<file path="src/rtl/ex_pkg.sv">
// rtl/ex_pkg.sv - shared types and op classification helpers for the EX multiply/divide unit
package ex_pkg;

  typedef enum logic [3:0] {
    OP_MULT, OP_MULTU, OP_DIV, OP_DIVU, OP_MADD, OP_MADDU, OP_MSUB, OP_MSUBU,
    OP_MFHI, OP_MFLO, OP_MTHI, OP_MTLO
  } muldiv_op_t;

  typedef enum logic [1:0] {IDLE, MUL, DIV, FIX} muldiv_state_t;

  function automatic logic is_signed(muldiv_op_t op);
    return op inside {OP_MULT, OP_DIV, OP_MADD, OP_MSUB};
  endfunction

  function automatic logic is_acc(muldiv_op_t op);
    return op inside {OP_MADD, OP_MADDU, OP_MSUB, OP_MSUBU};
  endfunction

  function automatic logic is_div(muldiv_op_t op);
    return op inside {OP_DIV, OP_DIVU};
  endfunction

  // Ops that occupy the unit for multiple cycles (everything up to MSUBU)
  function automatic logic is_iter(muldiv_op_t op);
    return op <= OP_MSUBU;
  endfunction

endpackage

</file>
<file path="src/rtl/ex_muldiv_if.sv">
// rtl/ex_muldiv_if.sv - request/response bundle between EX and the multiply/divide unit
interface ex_muldiv_if #(parameter int WIDTH = 32);
  import ex_pkg::*;

  logic             start;
  muldiv_op_t       op;
  logic [WIDTH-1:0] a;
  logic [WIDTH-1:0] b;
  logic             flush;
  logic             busy;
  logic             done;
  logic             readstall;
  logic [WIDTH-1:0] result;
  logic [WIDTH-1:0] hiout;
  logic [WIDTH-1:0] loout;
  logic             divzero;

  modport master (
    output start, op, a, b, flush,
    input  busy, done, readstall, result, hiout, loout, divzero
  );

  modport slave (
    input  start, op, a, b, flush,
    output busy, done, readstall, result, hiout, loout, divzero
  );

endinterface

</file>
<file path="src/rtl/ex_div_step.sv">
// rtl/ex_div_step.sv - one restoring-division step on unsigned magnitudes
module ex_div_step #(
  parameter int WIDTH = 32
) (
  input  logic [WIDTH-1:0] rem,
  input  logic             din,
  input  logic [WIDTH-1:0] dvsr,
  output logic [WIDTH-1:0] rem_nxt,
  output logic             qbit
);

  logic [WIDTH:0] shifted;
  logic [WIDTH:0] trial;

  // rem < dvsr holds between steps, so a clear top bit of trial means no borrow
  always_comb begin
    shifted = {rem, din};
    trial   = shifted - {1'b0, dvsr};
    qbit    = ~trial[WIDTH];
    rem_nxt = qbit ? trial[WIDTH-1:0] : shifted[WIDTH-1:0];
  end

endmodule

</file>
<file path="src/rtl/ex_muldiv.sv">
// rtl/ex_muldiv.sv - iterative multiply/divide unit with HI/LO accumulator beside EX1
module ex_muldiv import ex_pkg::*; #(
  parameter int WIDTH   = 32,
  parameter int MUL_BPC = 4
) (
  input logic        clk,
  input logic        rst,
  ex_muldiv_if.slave bus
);

  localparam int CW      = $clog2(WIDTH) + 1;
  localparam int MUL_CYC = WIDTH / MUL_BPC;
  localparam int W2      = 2 * WIDTH;

  muldiv_state_t    state, state_nxt;
  logic [CW-1:0]    cnt;
  logic [WIDTH-1:0] hi, lo;
  logic             done_q, divzero_q;
  muldiv_op_t       op_q;
  logic             neg_res, neg_rem, b_zero;
  logic [W2-1:0]    prod, mcand, pp;
  logic [WIDTH-1:0] mplier, rem, quo, dvsr;
  logic [WIDTH-1:0] rem_nxt;
  logic             qbit;
  logic             busy, accept;
  logic             a_neg, b_neg;
  logic [WIDTH-1:0] a_mag, b_mag;
  logic [W2-1:0]    prod_s, hilo_fix;
  logic [WIDTH-1:0] quo_s, rem_s, result;

  assign busy   = (state != IDLE);
  assign accept = bus.start && !busy && !bus.flush;

  always_comb begin
    a_neg = is_signed(bus.op) && bus.a[WIDTH-1];
    b_neg = is_signed(bus.op) && bus.b[WIDTH-1];
    a_mag = a_neg ? -bus.a : bus.a;
    b_mag = b_neg ? -bus.b : bus.b;
  end

  ex_div_step #(.WIDTH(WIDTH)) u_div_step (
    .rem     (rem),
    .din     (quo[WIDTH-1]),
    .dvsr    (dvsr),
    .rem_nxt (rem_nxt),
    .qbit    (qbit)
  );

  assign pp = mcand * W2'(mplier[MUL_BPC-1:0]);

  // Sign fix-up and accumulate; a zero divisor leaves rem = |A| so HI already equals A
  always_comb begin
    prod_s   = neg_res ? -prod : prod;
    quo_s    = b_zero ? '1 : (neg_res ? -quo : quo);
    rem_s    = neg_rem ? -rem : rem;
    hilo_fix = prod_s;
    if (is_div(op_q))
      hilo_fix = {rem_s, quo_s};
    else if (is_acc(op_q))
      hilo_fix = op_q inside {OP_MADD, OP_MADDU} ? {hi, lo} + prod_s : {hi, lo} - prod_s;
  end

  always_ff @(posedge clk or posedge rst) begin
    if (rst) state <= IDLE;
    else     state <= state_nxt;
  end

  always_comb begin
    state_nxt = state;
    case (state)
      IDLE:     if (accept && is_iter(bus.op)) state_nxt = is_div(bus.op) ? DIV : MUL;
      MUL, DIV: if (cnt == CW'(1)) state_nxt = FIX;
      FIX:      state_nxt = IDLE;
      default:  state_nxt = IDLE;
    endcase
    if (bus.flush) state_nxt = IDLE;
  end

  always_ff @(posedge clk or posedge rst) begin
    if (rst) begin
      cnt       <= '0;
      hi        <= '0;
      lo        <= '0;
      done_q    <= 1'b0;
      divzero_q <= 1'b0;
      op_q      <= OP_MULT;
      neg_res   <= 1'b0;
      neg_rem   <= 1'b0;
      b_zero    <= 1'b0;
      prod      <= '0;
      mcand     <= '0;
      mplier    <= '0;
      rem       <= '0;
      quo       <= '0;
      dvsr      <= '0;
    end else begin
      done_q <= 1'b0;
      if (accept) begin
        divzero_q <= 1'b0;
        op_q      <= bus.op;
        neg_res   <= a_neg ^ b_neg;
        neg_rem   <= a_neg;
        b_zero    <= (bus.b == '0);
        cnt       <= is_div(bus.op) ? CW'(WIDTH) : CW'(MUL_CYC);
        prod      <= '0;
        mcand     <= {{WIDTH{1'b0}}, a_mag};
        mplier    <= b_mag;
        rem       <= '0;
        quo       <= a_mag;
        dvsr      <= b_mag;
        if (bus.op == OP_MTHI) hi <= bus.a;
        if (bus.op == OP_MTLO) lo <= bus.a;
      end
      case (state)
        MUL: begin
          prod   <= prod + pp;
          mcand  <= mcand << MUL_BPC;
          mplier <= mplier >> MUL_BPC;
          cnt    <= cnt - CW'(1);
        end
        DIV: begin
          rem <= rem_nxt;
          quo <= {quo[WIDTH-2:0], qbit};
          cnt <= cnt - CW'(1);
        end
        FIX: if (!bus.flush) begin
          {hi, lo}  <= hilo_fix;
          done_q    <= 1'b1;
          divzero_q <= b_zero && is_div(op_q);
        end
        default: ;
      endcase
    end
  end

  always_comb begin
    result = '0;
    if (bus.op == OP_MFHI)      result = hi;
    else if (bus.op == OP_MFLO) result = lo;
  end

  assign bus.busy      = busy;
  assign bus.done      = done_q;
  assign bus.readstall = bus.start && (bus.op inside {OP_MFHI, OP_MFLO}) && busy;
  assign bus.result    = result;
  assign bus.hiout     = hi;
  assign bus.loout     = lo;
  assign bus.divzero   = divzero_q;

endmodule

</file>
<file path="src/flat_wrapper.sv">
// flat-port wrapper written by rule: the top's interface ports become plain ports
module ex_muldiv_flat import ex_pkg::*;
#(
  parameter int WIDTH   = 32,
  parameter int MUL_BPC = 4
)
  (clk, rst, bus_start, bus_op, bus_a, bus_b, bus_flush, bus_busy, bus_done, bus_readstall, bus_result, bus_hiout, bus_loout, bus_divzero);
  ex_muldiv_if #(.WIDTH(WIDTH)) bus_i ();
  input logic clk;
  input logic rst;
  input wire logic [$bits(bus_i.start)-1:0] bus_start;
  input wire logic [$bits(bus_i.op)-1:0] bus_op;
  input wire logic [$bits(bus_i.a)-1:0] bus_a;
  input wire logic [$bits(bus_i.b)-1:0] bus_b;
  input wire logic [$bits(bus_i.flush)-1:0] bus_flush;
  output wire logic [$bits(bus_i.busy)-1:0] bus_busy;
  output wire logic [$bits(bus_i.done)-1:0] bus_done;
  output wire logic [$bits(bus_i.readstall)-1:0] bus_readstall;
  output wire logic [$bits(bus_i.result)-1:0] bus_result;
  output wire logic [$bits(bus_i.hiout)-1:0] bus_hiout;
  output wire logic [$bits(bus_i.loout)-1:0] bus_loout;
  output wire logic [$bits(bus_i.divzero)-1:0] bus_divzero;
  assign bus_i.start = bus_start;
  assign bus_i.op = bus_op;
  assign bus_i.a = bus_a;
  assign bus_i.b = bus_b;
  assign bus_i.flush = bus_flush;
  assign bus_busy = bus_i.busy;
  assign bus_done = bus_i.done;
  assign bus_readstall = bus_i.readstall;
  assign bus_result = bus_i.result;
  assign bus_hiout = bus_i.hiout;
  assign bus_loout = bus_i.loout;
  assign bus_divzero = bus_i.divzero;
  ex_muldiv #(.WIDTH(WIDTH), .MUL_BPC(MUL_BPC)) u_core (.clk(clk), .rst(rst), .bus(bus_i));
endmodule
</file>
<file path="config.mk">
export PLATFORM = sky130hd
export DESIGN_NAME = ex_muldiv_flat
export DESIGN_NICKNAME = d
export VERILOG_FILES = /design/src/rtl/ex_pkg.sv /design/src/rtl/ex_muldiv_if.sv /design/src/rtl/ex_div_step.sv /design/src/rtl/ex_muldiv.sv /design/src/flat_wrapper.sv
export SDC_FILE = /design/constraint.sdc
export NUM_CORES = 2
export LEC_CHECK = 0
export ABC_AREA = 0
export CAP_MARGIN = 20
export CORE_MARGIN = 5
export CORE_UTILIZATION = 35
export CTS_CLUSTER_SIZE = 30
export DETAILED_ROUTE_END_ITERATION = 10
export GPL_ROUTABILITY_DRIVEN = 0
export GPL_TIMING_DRIVEN = 0
export PLACE_DENSITY = 0.61
export SYNTH_ARGS = -nofsm -noshare
export SYNTH_HDL_FRONTEND = slang
export SYNTH_SLANG_ARGS = --single-unit
</file>
<file path="constraint.sdc">
create_clock -name clk -period 14.31 [get_ports clk]
set_input_delay 2.862 -clock clk [delete_from_list [all_inputs] [get_ports clk]]
set_output_delay 2.862 -clock clk [all_outputs]
set_load 0.02 [all_outputs]
</file>
=== Yosys cells after proc, flatten, opt, wreduce, memory -nomap -nowiden ===
Index checks and enable logic that the tools add are counted.

* Reductions and logical operators: 25
* Muxes and demuxes: 43
* Divide/modulo/power cells: 0
* Multiply operators: 1
* Equality and inequality tests: 20
* Shift operators: 0
* Bitwise logic cells: 2
* $lt $le $gt $ge: 1
* $add $sub $neg: 10

{| class="wikitable"
|+ Operators by type and width
! kind !! number
|-
| $mux W32 || 22
|-
| $mux W64 || 8
|-
| $add A64 B64 Y64 || 2
|-
| $neg A32 Y32 || 4
|-
| $mul A64 B4 Y64 || 1
|-
| $neg A64 Y64 || 1
|-
| $sub A64 B64 Y64 || 1
|-
| $sub A33 B32 Y33 || 1
|-
| $logic_not A32 Y1 || 1
|-
| $eq A4 B3 Y1 const B || 6
|-
| $mux W6 || 3
|-
| $eq A4 B2 Y1 const B || 4
|-
| $eq A4 B4 Y1 const B || 4
|-
| $reduce_bool A2 Y1 || 8
|-
| $logic_and A1 B1 Y1 || 8
|-
| $mux W2 || 4
|-
| $reduce_bool A4 Y1 || 2
|-
| $eq A6 B1 Y1 const B || 1
|-
| $pmux W2 S3 || 1
|-
| $sub A6 B1 Y6 const B || 1
|-
| $mux W1 || 5
|-
| $eq A2 B2 Y1 const B || 2
|-
| $le A4 B3 Y1 const B || 1
|-
| $logic_not A4 Y1 || 1
|-
| other kinds (9) || 10
|}

* Memories kept: 0
* Bits in writable memories: 0
* Output and inout bits: 100
* Register bits after elaboration: 337
* Input port bits: 72
* Bits in latches: 0
* ROM bits: 0
* Logic and storage cells: 118

=== Longest topological paths before layout ===
* Word-level depth: 8
* Gate-level depth with buffers: 31
* Gate-level depth less buffers: 27

=== Cells and area by module ===
Synthesis repeated with hierarchy kept, for this count alone.

* Cell total of the unflattened synthesis: 4486
* Area total of the unflattened synthesis: 36055.8 um^2

{| class="wikitable"
|+ Modules (own cells, without submodules)
! module !! instances !! sequential area each (um^2) !! area each (um^2) !! cells each
|-
| ex_muldiv || 1 || 8408.1 || 33697.3 || 4181
|-
| ex_div_step || 1 || 0.0 || 2358.5 || 305
|}

=== Worst setup path before layout ===
OpenSTA, ideal clock, no wires.

* Kind: in2out
* From: in bus_op[0]
* To: out bus_result[0]
* Slack: 7.400 ns
* Data arrival time: 4.048 ns
* Stages on the path: 4
* Data required time: 11.448 ns
* Buffers on the path: 2
* Cells stage by stage: clkbuf_1 -> buf_1 -> mux2i_1 -> nor2_1

* Word-level cells in the longest chain between the ends: 3
* Elaborated cells between the ends (all ways): 4
* Classes of those cells: 2 x eq/ne; 2 x mux

{| class="wikitable"
|+ Ends and longest elaborated chain
! element !! RTL line !! source
|-
| start, declared || flat_wrapper.sv:12 || <nowiki>input wire logic [$bits(bus_i.op)-1:0] bus_op;</nowiki>
|-
| $eq A4 B4 Y1 || ex_muldiv.sv:139 || <nowiki>else if (bus.op == OP_MFLO) result = lo;</nowiki>
|-
| $mux W32 || ex_muldiv.sv:139 ||
|-
| $mux W32 * || ex_muldiv.sv:138 || <nowiki>if (bus.op == OP_MFHI) result = hi;</nowiki>
|-
| end, declared || flat_wrapper.sv:19 || <nowiki>output wire logic [$bits(bus_i.result)-1:0] bus_result;</nowiki>
|}

Mark *: on every way between the ends. The rest lies on a longest branch, timed or not.

=== Worst setup path in the final report ===
* From: reg u_core.prod[0]
* To: reg u_core.hi[30] (netlist: u_core.bus.hiout[30])

* Word-level cells in the longest chain between the ends: 8
* Elaborated cells between the ends (all ways): 9
* Classes of those cells: 3 x add/sub; 6 x mux

{| class="wikitable"
|+ Ends and longest elaborated chain
! element !! RTL line !! source
|-
| start, declared || ex_muldiv.sv:21 || <nowiki>logic [W2-1:0] prod, mcand, pp;</nowiki>
|-
| start signal, assigned || ex_muldiv.sv:116 || <nowiki>prod <= prod + pp;</nowiki>
|-
| $neg A64 Y64 || ex_muldiv.sv:53 || <nowiki>prod_s = neg_res ? -prod : prod;</nowiki>
|-
| $mux W64 * || ex_muldiv.sv:53 ||
|-
| $sub A64 B64 Y64 or $add A64 B64 Y64 (tied branches) || ex_muldiv.sv:60 || <nowiki>hilo_fix = op_q inside {OP_MADD, OP_MADDU} ? {hi, lo} + prod_s : {hi, lo} - prod_s;</nowiki>
|-
| $mux W64 || ex_muldiv.sv:60 ||
|-
| $mux W64 * || ex_muldiv.sv:59 || <nowiki>else if (is_acc(op_q))</nowiki>
|-
| $mux W64 * || ex_muldiv.sv:57 || <nowiki>if (is_div(op_q))</nowiki>
|-
| $mux W32 * || ex_muldiv.sv:126 || <nowiki>FIX: if (!bus.flush) begin</nowiki>
|-
| $mux W32 * || ex_muldiv.sv:114 || <nowiki>case (state)</nowiki>
|-
| end signal, assigned || ex_muldiv.sv:111 || <nowiki>if (bus.op == OP_MTHI) hi <= bus.a;</nowiki>
|-
| end signal, assigned || ex_muldiv.sv:127 || <nowiki>{hi, lo} <= hilo_fix;</nowiki>
|-
| end, declared || ex_muldiv.sv:17 || <nowiki>logic [WIDTH-1:0] hi, lo;</nowiki>
|}

Marks and branches as above.
A chain may end at the register's enable or synchronous reset.

==> reports/results.ini <==
[run_status]
status=completed

[placement]
place_inst=6056
pre_cts_ws_ns=5.66
hpwl_um=116000
io_buffers=168

[clock_tree]
cts_setup_buffers=0
cts_made_buffers=43
cts_max_path_buffers=3
cts_resized=0
holdBufCountCts=0
cts_root_buf=clkbuf_16
cts_tree=yes
numClockSinks=336
clock_latency_ns=0.62
clkTransAtPathRegs_ns=0.06
cts.htree.levels=2

[finish]
final_common_cell=nand2_1
areaGrowthSynthToFinish_pct=14.3
drive_gt1_share_pct=2.50
final_cells=6138
final_nets=5168
post-route-util_pct=40.2
final_cell_mix=nand2_1, o21ai_0, dfrtp_1, nor2_1, clkbuf_1

[global_route]
grt_overflow=0
grt_busiest_layer=met2
grtUsageMet1_pct=35.5
antenna_found_initial=7
grt_pass1_wl_um=216000
grt_max_degree=99
met2_usage_pct=38.3
grt.total_usage_pct=25.7
use_met3_pct=6.08
grt_pass1_vias=33700

[routing]
dr.pass1.iters=6
drc=0
wirelength_um=144000
vias_per_cell=5.85
dr_total_vias=35900
drt_iter0_drc=3955
ant_nets=0
routedWlPerCell_um=23.5

[floorplan]
io_pins=172
core_area_um2=102000
die_x_um=329
fp.dieArea_um2=109000
start_util_pct=35.2
die_height_um=329
fp-row-count=117

[sta]
setup_violations=0
hold_violations=0
setup_tns_ns=0
fmax_ghz=0.115
slew_headroom_pct=14.9
rsz0062_at_grt=no
fin_ws_ns=5.65
worstMarginPinSlew_ns=1.26
finalCritPeriodShare_pct=60.6
fin_worst_skew_ns=0.0279
period_needed_ns=8.66
drv_slew=0

[yosys]
synth_seq_cells=336
synth_edf_count=0
syn_avg_cell_area_um2=7.91
yosys.area.top_type=dfrtp_1
syn-cell-area_um2=35700
synth-main-ff-cell=dfrtp_1
synthDistinctLibCells=88
syn_nets=4949
yosys-top-cells-area=dfrtp_1, fa_1, nand2_1
yosysTopAreaCellShare_pct=23.5
async_reset_ff_share_pct=100
yosysWarningCount=0
seq_area_frac_synth_pct=23.5
syn-instance-count=4514

[critical_path]
end_kind=flop
crit_type=flop to flop
cp-start-kind=flop
arrival_ns=9.14
path_max_fanout=10
required_ns=14.78

[run]
timing.max_cap.violations=0

[hold_path]
hp-class=flop to flop

-- kinds of logic after synthesis --
family	synth area share (%)
simple gates	20.7
mux	2.14
compound gates	22.2
fa+ha+maj	16.6
buf+inv	5.38
xor+xnor	9.44
flops	23.5
-- final timing paths --
| path | from | to | slack, ns | depth (start not counted) |
|---|---|---|---|---|
| worst min register to register | u_core.mplier[22] | u_core.mplier[18] | 0.47 | 2 |
| max in group asynchronous | rst | u_core.prod[21] | 9.86 | 5 |
| worst max register to register | u_core.prod[0] | u_core.bus.hiout[30] | 5.65 | 25 |
| worst max-delay path | u_core.prod[0] | u_core.bus.hiout[30] | 5.65 | 25 |
| worst min-delay path | u_core.mplier[22] | u_core.mplier[18] | 0.47 | 2 |
| min in group asynchronous | rst | u_core.dvsr[17] | 2.66 | 2 |
-- registers in the layout (all words and copies together), names as in the netlist --
name,count
u_core.mplier,32
u_core.cnt,6
u_core.prod,64
u_core.dvsr,32
u_core.neg_rem,1
u_core.bus.loout,32
u_core.b_zero,1
u_core.op_q,3
u_core.quo,32
u_core.bus.done,1
u_core.state,2
u_core.bus.hiout,32
u_core.bus.divzero,1
u_core.mcand,64
u_core.neg_res,1
u_core.rem,32
-- worst max-delay path, cell delays in order (launching register included) --
cell       delay, ns
dfrtp_1         0.41
buf_2           0.21
inv_1           0.21
ha_1            0.18
buf_2           0.21
nor3b_1         0.74
a31oi_1         0.21
xnor2_1         0.49
o2111ai_1       0.32
or2_2           0.38
nor2_1          0.26
a21oi_1         0.13
xnor2_1         0.33
ha_1            0.38
a21oi_1         0.28
o21ai_0         0.19
a2111oi_0       0.88
o41ai_1         0.38
and3b_1         0.29
o21ai_0         0.44
a211oi_1        0.19
o21ai_0         0.44
o21ai_0         0.24
a221oi_1        0.38
xor2_1          0.22
o221ai_1        0.14
-- layer usage --
| metal | up-vias | routed length (um) | share of wire, % |
|---|---|---|---|
| met3 | 349 | 14800 | 10 |
| met2 | 1907 | 60300 | 42 |
| met1 | 17400 | 60800 | 42 |
| li1 | 16300 | - | - |
| met4 | 6 | 8210 | 5.7 |
| met5 | - | 37 | 0.026 |
-- metrics by stage --
step | area, um2 | hold slack [ns]
finish | 40800 | 0.469
global route | 40800 | 0.494
CTS | 40800 | 0.467
detailed placement | 39200 | 0.472
global placement | 39100 | 0.465
floorplan | 35700 | 0.447
-- area by class of cell --
class | count | area [um2]
Antenna cell | 3 | 7.51
Buffer | 271 | 1030
Clock buffer | 61 | 1240
Clock inverter | 18 | 322
Fill cell | 10500 | 60800
Inverter | 237 | 897
Multi-Input combinational cell | 3670 | 25400
Sequential cell | 336 | 8410
Tap cell | 1368 | 1710
Timing Repair Buffer | 174 | 1800
-- cells in the mapped netlist, types with 41 or more instances --
| library cell | count |
|---|---|
| nor3_1 | 58 |
| fa_1 | 184 |
| clkbuf_1 | 246 |
| dfrtp_1 | 336 |
| or3_1 | 41 |
| o21ai_0 | 359 |
| ha_1 | 179 |
| a21oi_1 | 253 |
| o31ai_1 | 117 |
| mux2i_1 | 73 |
| nand4_1 | 42 |
| a21o_1 | 99 |
| xor2_1 | 187 |
| nand3_1 | 116 |
| nand2_1 | 747 |
| and2_1 | 86 |
| xnor2_1 | 198 |
| nor2_1 | 314 |
| inv_1 | 236 |
| o211ai_1 | 59 |
Power is left out: the tool's default activity adds up to more than one toggle a clock period on the data nets, which glitch-free logic cannot reach.
